## src/rtl/order_issue_stage_pkg.sv

```systemverilog
// Shared types for the order issue stage: physical register sizing, the uop
// base and option-code structs, the skid buffer state encoding and the
// writeback bypass match helper.
package order_issue_stage_pkg;

  localparam int PHY_REG_NUM = 64;
  localparam int PREG_W      = $clog2(PHY_REG_NUM);
  localparam int WB_WIDTH    = 2;
  localparam int ROB_W       = 5;

  typedef logic [PREG_W-1:0] preg_t;

  typedef struct packed {
    preg_t            psrc0;
    preg_t            psrc1;
    logic             psrc0_valid;
    logic             psrc1_valid;
    preg_t            pdest;
    logic             pdest_valid;
    logic [ROB_W-1:0] rob_idx;
  } IssueBaseSt;

  typedef struct packed {
    logic [3:0] opcode;
    logic       use_imm;
  } OptionCodeSt;

  // Encoding keeps bit 0 = output entry valid, bit 1 = skid entry valid.
  typedef enum logic [1:0] {
    SKID_EMPTY = 2'b00,
    SKID_ONE   = 2'b01,
    SKID_FULL  = 2'b11
  } skid_state_e;

  // One-hot of the lowest writeback port that is valid and targets psrc.
  function automatic logic [WB_WIDTH-1:0] wbHitVec(
    input logic [WB_WIDTH-1:0]             wb,
    input logic [WB_WIDTH-1:0][PREG_W-1:0] pdest,
    input logic [PREG_W-1:0]               psrc
  );
    logic [WB_WIDTH-1:0] hit;
    logic                found;
    hit   = '0;
    found = 1'b0;
    for (int j = 0; j < WB_WIDTH; j++) begin
      if (!found && wb[j] && (pdest[j] == psrc)) begin
        hit[j] = 1'b1;
        found  = 1'b1;
      end
    end
    return hit;
  endfunction

endpackage

```

## src/rtl/order_issue_stage_skid.sv

```systemverilog
// Generic two-entry valid/ready skid buffer with synchronous flush.
// The upstream ready is taken from registers only, so there is no
// combinational path from out_ready_i to in_ready_o.
module issue_skid_buffer
  import order_issue_stage_pkg::*;
#(
  parameter type T = logic
) (
  input  logic clk,
  input  logic rst_n,
  input  logic flush_i,
  input  logic in_valid_i,
  output logic in_ready_o,
  input  T     in_data_i,
  output logic out_valid_o,
  input  logic out_ready_i,
  output T     out_data_o
);

  skid_state_e state_q, state_d;
  T            out_q, out_d;
  T            skid_q, skid_d;
  logic        accept;
  logic        fire;

  assign in_ready_o  = (state_q != SKID_FULL) & ~flush_i;
  assign out_valid_o = (state_q != SKID_EMPTY);
  assign out_data_o  = out_q;
  assign accept      = in_valid_i & in_ready_o;
  assign fire        = out_valid_o & out_ready_i;

  // State and payload registers; reset clears both entries.
  always_ff @(posedge clk or negedge rst_n) begin
    if (!rst_n) begin
      state_q <= SKID_EMPTY;
      out_q   <= '0;
      skid_q  <= '0;
    end else begin
      state_q <= state_d;
      out_q   <= out_d;
      skid_q  <= skid_d;
    end
  end

  // Next state and entry loads; flush drops everything, including this cycle's accept/fire.
  always_comb begin
    state_d = state_q;
    out_d   = out_q;
    skid_d  = skid_q;
    if (flush_i) begin
      state_d = SKID_EMPTY;
    end else begin
      case (state_q)
        SKID_EMPTY: begin
          if (accept) begin
            out_d   = in_data_i;
            state_d = SKID_ONE;
          end
        end
        SKID_ONE: begin
          if (accept && fire) begin
            out_d   = in_data_i;
          end else if (accept) begin
            skid_d  = in_data_i;
            state_d = SKID_FULL;
          end else if (fire) begin
            state_d = SKID_EMPTY;
          end
        end
        SKID_FULL: begin
          if (fire) begin
            out_d   = skid_q;
            state_d = SKID_ONE;
          end
        end
        default: begin
          state_d = SKID_EMPTY;
        end
      endcase
    end
  end

endmodule

```

## src/rtl/order_issue_stage.sv

```systemverilog
// Issue stage between an in-order reservation station and its FU.
// Reads both operands from the regfile, overrides them with same-cycle
// writeback data, and hands the uop to a 2-entry skid buffer.
module order_issue_stage
  import order_issue_stage_pkg::*;
#(
  parameter int  DATA_WIDTH  = 32,
  parameter type OPTION_CODE = OptionCodeSt
) (
  input  logic                                 clk,
  input  logic                                 rst_n,
  input  logic                                 flush_i,
  input  logic                                 issue_valid_i,
  output logic                                 issue_ready_o,
  input  IssueBaseSt                           issue_base_i,
  input  OPTION_CODE                           issue_oc_i,
  output logic [PREG_W-1:0]                    rf_raddr0_o,
  output logic [PREG_W-1:0]                    rf_raddr1_o,
  input  logic [DATA_WIDTH-1:0]                rf_rdata0_i,
  input  logic [DATA_WIDTH-1:0]                rf_rdata1_i,
  input  logic [WB_WIDTH-1:0]                  wb_i,
  input  logic [WB_WIDTH-1:0][PREG_W-1:0]      wb_pdest_i,
  input  logic [WB_WIDTH-1:0][DATA_WIDTH-1:0]  wb_data_i,
  output logic                                 exe_valid_o,
  input  logic                                 exe_ready_i,
  output IssueBaseSt                           exe_base_o,
  output OPTION_CODE                           exe_oc_o,
  output logic [DATA_WIDTH-1:0]                exe_src0_o,
  output logic [DATA_WIDTH-1:0]                exe_src1_o
);

  typedef struct packed {
    IssueBaseSt            base;
    OPTION_CODE            oc;
    logic [DATA_WIDTH-1:0] src0;
    logic [DATA_WIDTH-1:0] src1;
  } ExeOperandSt;

  ExeOperandSt         in_entry;
  ExeOperandSt         out_entry;
  logic [WB_WIDTH-1:0] hit0;
  logic [WB_WIDTH-1:0] hit1;
  logic [DATA_WIDTH-1:0] src0;
  logic [DATA_WIDTH-1:0] src1;

  assign rf_raddr0_o = issue_base_i.psrc0;
  assign rf_raddr1_o = issue_base_i.psrc1;

  assign hit0 = wbHitVec(wb_i, wb_pdest_i, issue_base_i.psrc0);
  assign hit1 = wbHitVec(wb_i, wb_pdest_i, issue_base_i.psrc1);

  // Operand select: invalid source reads as zero, else bypass wins over regfile.
  always_comb begin
    src0 = rf_rdata0_i;
    src1 = rf_rdata1_i;
    for (int j = 0; j < WB_WIDTH; j++) begin
      if (hit0[j]) src0 = wb_data_i[j];
      if (hit1[j]) src1 = wb_data_i[j];
    end
    if (!issue_base_i.psrc0_valid) src0 = '0;
    if (!issue_base_i.psrc1_valid) src1 = '0;
  end

  assign in_entry.base = issue_base_i;
  assign in_entry.oc   = issue_oc_i;
  assign in_entry.src0 = src0;
  assign in_entry.src1 = src1;

  issue_skid_buffer #(
    .T (ExeOperandSt)
  ) u_skid (
    .clk         (clk),
    .rst_n       (rst_n),
    .flush_i     (flush_i),
    .in_valid_i  (issue_valid_i),
    .in_ready_o  (issue_ready_o),
    .in_data_i   (in_entry),
    .out_valid_o (exe_valid_o),
    .out_ready_i (exe_ready_i),
    .out_data_o  (out_entry)
  );

  assign exe_base_o = out_entry.base;
  assign exe_oc_o   = out_entry.oc;
  assign exe_src0_o = out_entry.src0;
  assign exe_src1_o = out_entry.src1;

endmodule
```

## config.mk

```make
export PLATFORM = sky130hd
export DESIGN_NAME = order_issue_stage
export DESIGN_NICKNAME = d
export VERILOG_FILES = /design/src/rtl/order_issue_stage_pkg.sv /design/src/rtl/order_issue_stage_skid.sv /design/src/rtl/order_issue_stage.sv
export SDC_FILE = /design/constraint.sdc
export NUM_CORES = 1
export LEC_CHECK = 0
export CORE_MARGIN = 1.5
export CORE_UTILIZATION = 52
export CTS_CLUSTER_DIAMETER = 40
export DETAILED_ROUTE_END_ITERATION = 10
export HOLD_SLACK_MARGIN = 0.03
export PLACE_DENSITY = 0.84
export SYNTH_ARGS = -nofsm -noshare
export SYNTH_HDL_FRONTEND = slang
export SYNTH_HIERARCHICAL = 1
export SYNTH_SLANG_ARGS = --single-unit
```

## constraint.sdc

```tcl
create_clock -name clk -period 5.85 [get_ports clk]
set_input_delay 0.8775 -clock clk [delete_from_list [all_inputs] [get_ports clk]]
set_output_delay 0.8775 -clock clk [all_outputs]
set_load 0.02 [all_outputs]
```

### Word-level counts from Yosys, hierarchy flattened

Index checks and enable logic that the tools add are counted.

| storage, ports and cells | value |
|---|---|
| output and inout port bits | 109 |
| input bits | 178 |
| memories | 0 |
| ROM bits | 0 |
| latch bits | 0 |
| logic and storage cells | 78 |
| RAM bits | 0 |
| bits in registers | 192 |

| cells by class | value |
|---|---|
| eq/ne operators | 14 |
| bitwise logic cells | 5 |
| add/sub/neg operators | 0 |
| reduce and logical (&&, ||, !) cells | 15 |
| $lt $le $gt $ge | 0 |
| shifts and indexed selects | 0 |
| divide/modulo/power cells | 0 |
| multipliers | 0 |
| multiplexer cells | 21 |

Operator list:

| operator | number |
|---|---|
| 2-to-1 mux 95 bit | 3 |
| case mux 95 bit (3 select lines) | 1 |
| 2-to-1 mux 32 bit | 6 |
| equality test 6 bit | 4 |
| 2-to-1 mux 2 bit | 6 |
| AND reduction 4 bit | 2 |
| logical AND 1 bit | 7 |
| != test 2 x 1 -> 1 bit (second input constant) | 3 |
| != test 3 x 2 -> 1 bit (second input constant) | 2 |
| case mux 2 bit (3 select lines) | 1 |
| AND reduction 5 bit | 1 |
| 2-to-1 mux 1 bit | 4 |
| != test 4 x 2 -> 1 bit (second input constant) | 1 |
| bitwise AND 1 bit | 3 |
| != test 3 bit (second input constant) | 1 |
| nonzero test 3 bit | 1 |
| equality test 2 x 1 -> 1 bit (second input constant) | 1 |
| equality test 2 bit (second input constant) | 1 |
| zero test 1 bit | 2 |
| zero test 2 bit | 1 |
| != test 2 bit (second input constant) | 1 |
| NOT 1 bit | 2 |
| nonzero test 2 bit | 1 |

### Logic depth before layout (Yosys ltp)

Gate-level depths: netlist of run 1.

| depth | value |
|---|---|
| depth in word-level cells | 11 |
| gate-level depth with buffers | 9 |
| gate-level depth less buffers | 6 |

### Cells and area by module

Netlist of run 1, hierarchy kept.

Modules (own cells, without submodules):

| module | cells each | instances | seq. area each (µm²) | area an instance (µm²) |
|---|---|---|---|---|
| issue_skid_buffer | 534 | 1 | 4804.6 | 8807.2 |
| order_issue_stage | 398 | 1 | 0.0 | 2409.8 |

### Least setup slack after synthesis of run 1

Ideal clock, no wire load.

| timing path | value |
|---|---|
| path type | input-to-reg |
| start | input port wb_pdest_i[9] in the netlist's numbering |
| end | register u_skid.out_q, in the netlist u_skid/out_data_o[16] |
| setup slack | 3.185 ns |
| library setup time | 0.125 ns |
| arrival | 2.540 ns |
| required time | 5.725 ns |
| path buffers | 1 |
| stages on the path | 7 |
| cells stage by stage | xor2_1 > or4b_1 > buf_2 > o21ai_0 > a31oi_1 > mux2_2 > mux2_4 |

| on the way | value |
|---|---|
| word-level cells in the longest chain between the ends | 7 |
| elaborated cells between the ends (all ways) | 8 |
| those cells by class | 1 x eq/ne; 6 x mux; 1 x reduce/logical |

Ends and longest elaborated chain:

| element | line | text |
|---|---|---|
| start, declared | order_issue_stage.sv:22 | `input logic [WB_WIDTH-1:0][PREG_W-1:0] wb_pdest_i,` |
| equality test 6 bit (*) | order_issue_stage_pkg.sv:46 | `if (!found && wb[j] && (pdest[j] == psrc)) begin` |
| logical AND 1 bit (*) | order_issue_stage_pkg.sv:46 |  |
| 2-to-1 mux 1 bit (*) | order_issue_stage_pkg.sv:46 |  |
| 2-to-1 mux 32 bit (*) | order_issue_stage.sv:58 | `if (hit1[j]) src1 = wb_data_i[j];` |
| 2-to-1 mux 32 bit (*) | order_issue_stage.sv:61 | `if (!issue_base_i.psrc1_valid) src1 = '0;` |
| net src1[16] | order_issue_stage.sv:44 | `logic [DATA_WIDTH-1:0] src1;` |
| 2-to-1 mux 95 bit (on tied branches) | order_issue_stage_skid.sv:61, order_issue_stage_skid.sv:55 |  |
| case mux 95 bit (3 select lines) (*) | order_issue_stage_skid.sv:53 | `case (state_q)` |
| end signal, assigned | order_issue_stage_skid.sv:40 | `out_q <= out_d;` |
| end, declared | order_issue_stage_skid.sv:21 | `T out_q, out_d;` |

The timed path passes the listed nets; every way through them passes the cells marked *. The select of a mux whose other input is x is not followed.
A chain may end at the register's enable or synchronous reset.

### Worst setup path in the final report of run 1

| timing path | value |
|---|---|
| start | input port issue_base_i[17] in the netlist's numbering |
| end | register u_skid.out_q, in the netlist u_skid/out_data_o[26] |

| on the way | value |
|---|---|
| word-level cells in the longest chain between the ends | 11 |
| elaborated cells between the ends (all ways) | 14 |
| those cells by class | 2 x eq/ne; 8 x mux; 4 x reduce/logical |

Ends and longest elaborated chain:

| element | line | text |
|---|---|---|
| start, declared | order_issue_stage.sv:15 | `input IssueBaseSt issue_base_i,` |
| equality test 6 bit | order_issue_stage_pkg.sv:46 |  |
| logical AND 1 bit | order_issue_stage_pkg.sv:46 |  |
| 2-to-1 mux 1 bit | order_issue_stage_pkg.sv:46 |  |
| zero test 1 bit | order_issue_stage_pkg.sv:46 |  |
| logical AND 1 bit (2 in series) | order_issue_stage_pkg.sv:46 |  |
| 2-to-1 mux 1 bit | order_issue_stage_pkg.sv:46 |  |
| 2-to-1 mux 32 bit (*) | order_issue_stage.sv:58 |  |
| 2-to-1 mux 32 bit (*) | order_issue_stage.sv:61 |  |
| net src1[26] | order_issue_stage.sv:44 |  |
| 2-to-1 mux 95 bit (on tied branches) | order_issue_stage_skid.sv:61, order_issue_stage_skid.sv:55 |  |
| case mux 95 bit (3 select lines) (*) | order_issue_stage_skid.sv:53 |  |

Marks and branches as above.

==> results by group, run 1 <==
Synth
  – Syn_nets: 1,114
  – Synth warn: 6
  – Register bit total from synthesis: 192
  – Synth Instances: 932
  – Post-synth top area cell: dfrtp_1
  – Yosys top cell area share: 42.8%
  – Synth async-reset ratio: 100%
  – Synth Cell Area: 11,200 sq um
  – Ranking of synthesized cells by area: dfrtp_1 (43%), mux2_2 (19%), mux2_4 (13%)
  – Top cells by count, synth: dfrtp_1 (192), mux2_2 (185), mux2_4 (100)
  – Synth cell types: 34
  – Number of enable flip-flop cells after synthesis: 0
  – Prevailing post-synth register cell: dfrtp_1
  – Avg Inst Size Synth: 12.0 sq um
  – Most instantiated library cell after synthesis: dfrtp_1
  – Post-synthesis sequential area ratio: 42.8%

Setup path
  – Setup crit end kind: flip-flop
  – Worst EP required: 6.18 ns
  – Cell mode on critical path: buf_4
  – Arr. time, crit path: 4.02 ns
  – Slowest-stage cell, CP: or2_1
  – CP startpoint kind: input pin
  – Critical path type: in -> reg
  – Crit-path max cell delay: 0.97 ns
  – Critical-path cell list: clkdlybuf4s50_1 > xnor2_1 > nand3_2 > buf_4 > or2_1 > buf_4 > a31oi_1 > mux2_2 > mux2_4
  – Maximum fanout along the worst path: 33
  – CP delay by family, top: buffers and inverters
  – Sum of buffers and inverters on the critical path: 3

Finish
  – Ratio of cells with drive above 1 in the final layout: 30.2%
  – Synth-to-Final Area Change: 30.6%
  – Fin nets: 1,336
  – Final Non-Filler Cells: 1,443
  – Core Util, Final: 69.5%
  – Fillcell total: 1,489

Clock network
  – CTS Sinks: 192
  – CTS tree: built
  – Clock buffer depth: 2
  – PostCTS Resize Cnt: 0
  – Post CTS Setup Buffer Count: 0
  – Worst skew pair latency: 0.44 ns
  – H-tree Lvls: 4
  – Clock root buffer: clkbuf_16
  – Clock slew at reported path FFs: 0.08 ns
  – Post-CTS Hold Buffers: 0
  – CTS Buf Count: 17

Route
  – Antenna-violating nets left: 0
  – Vias per inst: 6.33
  – Total wire length: 35,200 microns
  – DR iter-0 viols: 838
  – Drt wl/cell: 24.4 microns
  – Drt first pass iters: 5
  – Vias: 9,131
  – Residual DRC: 0

GRT
  – GRT Total Usage: 31.0%
  – First-pass GRT wire length: 53,500 microns
  – Vias in the first global route: 9,540
  – Largest net degree at the start of global routing: 94
  – Initial antenna violation count: 1
  – GRT overflow: 0

Worst hold path
  – Hold Path Class: reg -> reg

Timing
  – Worst relative slew slack: 20.3%
  – Setup-failing EPs final: 0
  – Setup ws final: 2.16 ns
  – Max Slew Vio Count: 0
  – TNS Setup: 0 ns
  – Highest clock rate: 271 MHz
  – Fin Clk Skew: 0.0171 ns
  – RSZ-0062 raised after global routing: no
  – Crit share post-route: 63.1%
  – Final min period: 3.69 ns
  – Endpoints failing hold: 0
  – Slew @ Worst Pin: 1.20 ns

Die
  – Num ports: 287
  – Die Footprint: 22,500 sq um
  – Rows: 53
  – Core area: 21,100 sq um
  – Die height: 150 microns
  – Die width: 150 microns
  – Initial Util: 53.2%

Place
  – GPL Wtd Cong: 0.855
  – I/O Buffers: 286
  – Cells after DPL: 1,410
  – DP Wirelength: 22,700 microns
  – Dpl ws: 1.71 ns

Pwr
  – Pwr per Cell Area: 418 nW/um^2
  – Max VDD drop: 0.000260 V
  – Design Power: 6.13 mW
  – P_leak: 6.15 nW

Status
  – Status: finished, final reports clean

Flow run
  – Total of max-cap violations: 0
-- final timing paths --
kind,start,to,slack [ns],depth (start not counted)
max reg2reg,u_skid/state_q[0],u_skid/skid_q[19],2.85,6
max,issue_base_i[17],u_skid/out_data_o[26],2.16,9
max in group asynchronous,rst_n,u_skid/out_data_o[19],4.11,2
min reg2reg,u_skid/skid_q[31],u_skid/skid_q[31],0.50,1
min,u_skid/skid_q[31],u_skid/skid_q[31],0.50,1
min in group asynchronous,rst_n,u_skid/out_data_o[39],0.51,1
-- flip-flops by register name, indices dropped and copies added, names as in the netlist --
| signal | cells |
|---|---|
| u_skid/skid_q | 95 |
| u_skid/out_data_o | 95 |
| u_skid/state_q | 2 |
-- report_power, final --
group | internal [mW] | switching (mW) | leakage [nW]
clock | 0.571 | 0.589 | 0.276
sequential | 1.96 | 0.369 | 2.42
combinational | 1.50 | 1.14 | 3.46
-- layer usage --
layer	global-route usage, %	routed length, microns
met1	39.2	13600
met2	50.1	16900
met3	9.09	3700
met4	12.0	957
met5	0	0
-- worst reg2reg max path, stage by stage, from the launching register on --
cell,delay [ns]
dfrtp_1,0.43
ha_4,0.61
nor2_2,0.11
nand3_1,0.17
nand2b_4,0.67
buf_12,0.46
mux2_2,0.44
-- per-stage QoR --
step	cell area [sq um]	hold slack, ns
after floorplan	11200	0.474
after global placement	14100	0.480
final	14700	0.503
after global routing	14700	0.515
after CTS	14700	0.505
after detailed placement	14100	0.488
-- cells in the final DEF (no fill, tap or decap), types with 3 or more instances in the layout --
cell type and instances:
xnor2_1 18, a31oi_1 64, inv_6 5, o21ai_1 37, ha_1 3, clkdlybuf4s50_1 284
nand3_2 3, nand2_1 33, mux2_4 100, clkbuf_16 17, o31ai_1 65, or4_1 32
buf_4 21, xor2_1 5, mux2_2 185, dfrtp_1 192, inv_1 4, inv_8 4
a211o_1 3, nand4_1 34, o21ai_0 29
-- cell families (layout without fill, tap and decap cells) --
| family | after synthesis | in the layout | synth area share, % |
|---|---|---|---|
| adder cells (fa/ha/maj) | 4 | 4 | 0.446 |
| other | 0 | 1 | 0 |
| flip-flops | 192 | 192 | 42.8 |
| AO/OA/AOI/OAI | 200 | 200 | 11.4 |
| AND/OR/NAND/NOR | 118 | 118 | 6.28 |
| XOR/XNOR | 24 | 24 | 1.87 |
| buffers and inverters | 109 | 344 | 5.25 |
| multiplexers | 285 | 285 | 32.0 |
-- final cells by class --
class                      count  area (sq um)  share of cell area [%]
clock inverter                14           141                   0.965
sequential                   192          4800                    32.8
inverter                       4          15.0                   0.102
timing repair buffer         308          3040                    20.7
multi-input combinational    631          5880                    40.1
antenna                        1          2.50                  0.0171
tap                          275           344                    2.35
clock buffer                  18           429                    2.93
Power figures use the tool's default switching activity.
==> run 2: changes to the inputs <==
--- a/config.mk
+++ b/config.mk
@@ -6,11 +6,11 @@
 export NUM_CORES = 1
 export LEC_CHECK = 0
 export CORE_MARGIN = 1.5
-export CORE_UTILIZATION = 52
+export CORE_UTILIZATION = 45
 export CTS_CLUSTER_DIAMETER = 40
 export DETAILED_ROUTE_END_ITERATION = 10
 export HOLD_SLACK_MARGIN = 0.03
-export PLACE_DENSITY = 0.84
+export PLACE_DENSITY = 0.77
 export SYNTH_ARGS = -nofsm -noshare
 export SYNTH_HDL_FRONTEND = slang
 export SYNTH_HIERARCHICAL = 1
==> constraint.sdc (replaced) <==
create_clock -name clk -period 3.1 [get_ports clk]
set_input_delay 0.465 -clock clk [delete_from_list [all_inputs] [get_ports clk]]
set_output_delay 0.465 -clock clk [all_outputs]
set_load 0.02 [all_outputs]
==> results by group, run 2 (synthesis gave the netlist of run 1 again) <==
Clock network
  – Clock buffer depth: 2 (unchanged)
  – Clock root buffer: clkbuf_16 (unchanged)
  – Post CTS Setup Buffer Count: 0 (unchanged)
  – Post-CTS Hold Buffers: 0 (unchanged)
  – PostCTS Resize Cnt: 0 (unchanged)
  – Clock slew at reported path FFs: 0.08 ns (about the same)
  – CTS Buf Count: 17 (unchanged)
  – CTS Sinks: 192 (unchanged)
  – Worst skew pair latency: 0.43 ns (was 0.44 ns)
  – H-tree Lvls: 4 (unchanged)
  – CTS tree: built (unchanged)

Timing
  – Final min period: 2.56 ns
  – Setup ws final: 0.545 ns (was 2.16 ns)
  – RSZ-0062 raised after global routing: no (unchanged)
  – Fin Hold WS: 0.0133 ns (was 0.503 ns)
  – Endpoints failing hold: 0 (unchanged)
  – TNS Setup: 0 ns (unchanged)
  – Setup-failing EPs final: 0 (unchanged)
  – Max Slew Vio Count: 0 (unchanged)
  – Crit share post-route: 82.4%
  – Fin Clk Skew: 0.0134 ns (was 0.0171 ns)
  – Slew @ Worst Pin: 0.838 ns (was 1.20 ns)
  – Highest clock rate: 391 MHz
  – Worst relative slew slack: 44.1% (was 20.3%)

Setup path
  – Worst EP required: 3.42 ns (was 6.18 ns)
  – Slowest-stage cell, CP: or4b_4 (was or2_1)
  – Crit-path max cell delay: 0.66 ns (was 0.97 ns)
  – Maximum fanout along the worst path: 19 (was 33)
  – Crit. Startpoint: wb_pdest_i[8] (was issue_base_i[17])
  – CP startpoint kind: input pin (unchanged)
  – Arr. time, crit path: 2.88 ns (was 4.02 ns)
  – Sum of buffers and inverters on the critical path: 2 (was 3)
  – Reg2reg start: u_skid/state_q[0] (unchanged)
  – Setup crit end kind: flip-flop (unchanged)
  – Worst Reg2Reg Path Length in Cells: 7 (was 6)
  – Critical path type: in -> reg (unchanged)
  – CP delay by family, top: buffers and inverters (unchanged)
  – Flop2flop setup slack: 0.72 ns (was 2.85 ns)
  – Critical-path cell list: clkdlybuf4s50_1 > xor2_1 > or4b_4 > buf_12 > o21ai_0 > a31oi_1 > mux2_2 > mux2_4 (was clkdlybuf4s50_1 > xnor2_1 > nand3_2 > buf_4 > or2_1 > buf_4 > a31oi_1 > mux2_2 > mux2_4)
  – RR Endpoint: u_skid/out_data_o[11] (was u_skid/skid_q[19])

Place
  – Cells after DPL: 1,481 (was 1,410)
  – DP Wirelength: 23,900 microns (was 22,700 microns)
  – GPL Wtd Cong: 0.836 (was 0.855)
  – I/O Buffers: 286 (unchanged)
  – Dpl ws: 0.103 ns (was 1.71 ns)

Route
  – DR iter-0 viols: 659 (was 838)
  – Residual DRC: 0 (unchanged)
  – Vias: 9,047 (was 9,131)
  – Antenna-violating nets left: 0 (unchanged)
  – Vias per inst: 5.98 (was 6.33)
  – Total wire length: 34,600 microns (was 35,200 microns)
  – Drt first pass iters: 8 (was 5)
  – Drt wl/cell: 22.9 microns (was 24.4 microns)

Pwr
  – Max VDD drop: 0.000434 V (was 0.000260 V)
  – Design Power: 11.7 mW (was 6.13 mW)
  – Pwr per Cell Area: 776 nW/um^2 (was 418 nW/um^2)
  – P_leak: 6.33 nW (was 6.15 nW)

Die
  – Core area: 24,400 sq um (was 21,100 sq um)
  – Rows: 57 (was 53)
  – Die height: 161 microns (was 150 microns)
  – Die Footprint: 25,900 sq um (was 22,500 sq um)
  – Num ports: 287 (unchanged)
  – Die width: 161 microns (was 150 microns)
  – Initial Util: 46.0% (was 53.2%)

GRT
  – GRT Total Usage: 27.0% (was 31.0%)
  – Initial antenna violation count: 0 (was 1)
  – Vias in the first global route: 9,482 (was 9,540)
  – GRT overflow: 0 (unchanged)
  – Largest net degree at the start of global routing: 68 (was 94)
  – First-pass GRT wire length: 54,100 microns (was 53,500 microns)

Finish
  – Final Non-Filler Cells: 1,513 (was 1,443)
  – Ratio of cells with drive above 1 in the final layout: 31.7% (was 30.2%)
  – Commonest non-fill, non-tap cell in the layout: clkdlybuf4s50_1 (unchanged)
  – # diodes: 0 (was 1)
  – Synth-to-Final Area Change: 34.0% (was 30.6%)
  – Commonest cells after routing, fill and taps aside: clkdlybuf4s50_1 (284), dfrtp_1 (192), mux2_2 (185) (unchanged)
  – Fin nets: 1,358 (was 1,336)

Flow run
  – Total of max-cap violations: 0 (unchanged)

Worst hold path
  – Hold Path Class: in -> async (was reg -> reg)

Status
  – Status: finished, final reports clean (unchanged)
run 2: cell count changes in the layout (fill, tap and decap cells not counted), sizes merged:
cell	before	now
buf	23	45
clkinv	3	5
clkinvlp	2	0
bufinv	0	1
diode	1	0
inv	13	12
run 2: cell type report:
type | instances | area, sq um
inverters | 4 | 15.0
clock buffers | 18 | 439
flip-flops and latches | 192 | 4800
multi-input cells | 631 | 5880
repair buffers | 330 | 3320
clock inverters | 14 | 170
fillers | 1963 | 9360
well taps | 324 | 405
run 2: worst max path at each step:
stage	slack, ns	cells past startpoint	end
floorplan	0.85	7	u_skid/out_data_o[16]
global placement	0.14	8	u_skid/out_data_o[46]
detailed placement	0.10	8	u_skid/out_data_o[32]
CTS	0.55	8	u_skid/out_data_o[32]
global route	0.46	8	u_skid/out_data_o[63]
finish	0.54	8	u_skid/out_data_o[32]
run 2: through the flow:
stage	utilization (%)	instance area, sq um
after floorplan	-	11200
after global placement	59.1	14400
after detailed placement	59.1	14400
after CTS	61.6	15000
after global routing	61.6	15000
final	61.6	15000
run 2: layer usage:
| metal | track usage, % | share of wire [%] | vias up |
|---|---|---|---|
| met3 | 6.66 | 8.9 | 71 |
| met5 | 0 | 0 | - |
| met1 | 34.6 | 41 | 4482 |
| met2 | 44.8 | 48 | 493 |
| li1 | - | - | 4001 |
| met4 | 8.46 | 2.3 | 0 |
run 2: power breakdown:
part	switching [mW]	internal, mW	total [mW]
Sequential	0.662	3.70	4.37
Combinational	2.13	2.87	5.00
Clock	1.12	1.18	2.30
Total	3.91	7.76	11.7
==> run 3: changes to the inputs <==
==> constraint.sdc (replaced) <==
create_clock -name clk -period 2.3 [get_ports clk]
set_input_delay 0.345 -clock clk [delete_from_list [all_inputs] [get_ports clk]]
set_output_delay 0.345 -clock clk [all_outputs]
set_load 0.02 [all_outputs]
==> results by group, run 3 (synthesis gave the netlist of run 1 again) <==
Pwr
  – Max VDD drop: 0.000667 V (was 0.000434 V)
  – P_leak: 6.59 nW (was 6.33 nW)
  – Pwr per Cell Area: 1030 nW/um^2 (was 776 nW/um^2)
  – Design Power: 15.9 mW (was 11.7 mW)

Route
  – Antenna-violating nets left: 0 (unchanged)
  – Vias: 9,275 (was 9,047)
  – Vias per inst: 6.00 (was 5.98)
  – Drt first pass iters: 6 (was 8)
  – DR iter-0 viols: 918 (was 659)
  – Total wire length: 35,700 microns (was 34,600 microns)
  – Residual DRC: 0 (unchanged)
  – Drt wl/cell: 23.1 microns (was 22.9 microns)

Die
  – Die height: 161 microns (unchanged)
  – Die width: 161 microns (unchanged)
  – Initial Util: 46.0% (unchanged)
  – Die Footprint: 25,900 sq um (unchanged)
  – Num ports: 287 (unchanged)
  – Rows: 57 (unchanged)
  – Core area: 24,400 sq um (unchanged)

Clock network
  – CTS tree: built (unchanged)
  – Clock buffer depth: 2 (unchanged)
  – Clock root buffer: clkbuf_16 (unchanged)
  – CTS Sinks: 192 (unchanged)
  – Clock slew at reported path FFs: 0.08 ns (about the same)
  – H-tree Lvls: 4 (unchanged)
  – Worst skew pair latency: 0.44 ns (was 0.43 ns)
  – CTS Buf Count: 17 (unchanged)

Setup path
  – Worst EP required: 2.62 ns (was 3.42 ns)
  – Arr. time, crit path: 2.56 ns (was 2.88 ns)
  – Critical path type: in -> reg (unchanged)
  – CP startpoint kind: input pin (unchanged)
  – Setup crit end kind: flip-flop (unchanged)
  – Maximum fanout along the worst path: 20 (was 19)

Status
  – Status: finished, final reports clean (unchanged)

Timing
  – Setup-failing EPs final: 0 (unchanged)
  – Setup ws final: 0.0643 ns (was 0.545 ns)
  – Highest clock rate: 447 MHz
  – Crit share post-route: 97.2%
  – Fin Clk Skew: 0.0137 ns (was 0.0134 ns)
  – Final min period: 2.24 ns
  – TNS Setup: 0 ns (unchanged)
  – Worst relative slew slack: 58.1% (was 44.1%)
  – RSZ-0062 raised after global routing: yes (was no)
  – Max Slew Vio Count: 0 (unchanged)
  – Slew @ Worst Pin: 0.628 ns (was 0.838 ns)
  – Endpoints failing hold: 0 (unchanged)

Finish
  – Fillcell total: 1,887 (was 1,963)
  – Synth-to-Final Area Change: 38.2% (was 34.0%)
  – Design area: 15,500 sq um (was 15,000 sq um)
  – Fin nets: 1,390 (was 1,358)
  – Ratio of cells with drive above 1 in the final layout: 35.1% (was 31.7%)
  – Core Util, Final: 63.6% (was 61.6%)
  – Commonest cells after routing, fill and taps aside: clkdlybuf4s50_1 (276), dfrtp_1 (192), mux2_2 (185) (was clkdlybuf4s50_1 (284), dfrtp_1 (192), mux2_2 (185))
  – Commonest non-fill, non-tap cell in the layout: clkdlybuf4s50_1 (unchanged)

Worst hold path
  – Hold Path Class: in -> reg (was in -> async)

Place
  – Dpl ws: -0.621 ns (was 0.103 ns)
  – I/O Buffers: 286 (unchanged)
  – DP Wirelength: 24,600 microns (was 23,900 microns)
  – GPL Wtd Cong: 0.853 (was 0.836)
  – Dpl cell area: 14,700 sq um (was 14,400 sq um)

GRT
  – GRT Total Usage: 27.3% (was 27.0%)
  – Initial antenna violation count: 1 (was 0)
  – Vias in the first global route: 9,598 (was 9,482)
  – GRT overflow: 0 (unchanged)
  – Largest net degree at the start of global routing: 69 (was 68)
  – First-pass GRT wire length: 54,600 microns (was 54,100 microns)

Flow run
  – Total of max-cap violations: 0 (unchanged)
-- run 3: changes by cell type in the layout (fill, tap and decap cells not counted), moves of 6 or more --
cell and change:
buf_12 +8, buf_4 +21, clkdlybuf4s50_1 -8, o21ai_0 -13
o21ai_1 +9, o31ai_1 -6, o31ai_2 +6
-- run 3: routing by layer --
metal | vias to the layer above | GRT usage (%) | wire length [microns]
met1 | 4578 | 36.7 | 14800
li1 | 4063 | - | -
met4 | 0 | 9.22 | 867
met5 | - | 0 | 0
met3 | 71 | 6.28 | 3210
met2 | 563 | 43.4 | 16800
-- run 3: stage by stage --
| step | hold WS [ns] | instances |
|---|---|---|
| 6_report | 0.390 | 1546 |
| 5_1_grt | 0.398 | 1546 |
| 4_1_cts | 0.491 | 1544 |
| 3_5_place_dp | 0.407 | 1511 |
| 3_3_place_gp | 0.410 | 1511 |
| 2_1_floorplan | 0.0494 | 932 |
-- run 3: power breakdown --
group,total (mW),switching [mW],internal (mW)
clock network,3.07,1.52,1.56
logic,6.92,2.94,3.98
registers,5.91,0.918,4.99
-- run 3: worst max-delay path, stage by stage --
cell	delay, ns
clkdlybuf4s50_1	0.43
buf_4	0.17
xnor2_2	0.17
buf_4	0.15
nand3_2	0.08
buf_4	0.25
o31ai_2	0.31
a31oi_1	0.10
mux2_2	0.28
mux2_4	0.27
-- run 3: path summary, 6_finish.rpt --
path                                          to         startpoint  cells after the start  slack [ns]
setup reg to reg            u_skid/out_data_o[1]  u_skid/state_q[0]                      7        0.09
setup / recovery           u_skid/out_data_o[25]   issue_base_i[17]                     10        0.06
min in group asynchronous  u_skid/out_data_o[67]              rst_n                      2        0.49
hold reg to reg                u_skid/skid_q[21]  u_skid/skid_q[21]                      1        0.50
hold / removal                 u_skid/skid_q[90]   issue_base_i[21]                      3        0.39
max in group asynchronous      u_skid/skid_q[82]              rst_n                      3        1.16
-- run 3: final cells by class --
cell class              count  area [sq um]  area share, %
diodes                      1          2.50         0.0161
clock buffers              17           425           2.74
clock inverters            15           171           1.11
inverters                   4          15.0         0.0968
multi-input cells         631          6000           38.7
flip-flops and latches    192          4800           31.0
well taps                 324           405           2.61
repair buffers            362          3680           23.7
-- run 3: timing repair --
action	CTS	global route
endpoints found under the setup margin	50	68
hold buffers	1	0
gates resized for setup	12	38
pin swaps	1	4
endpoints found under the hold margin	61	0
setup buffers	0	1
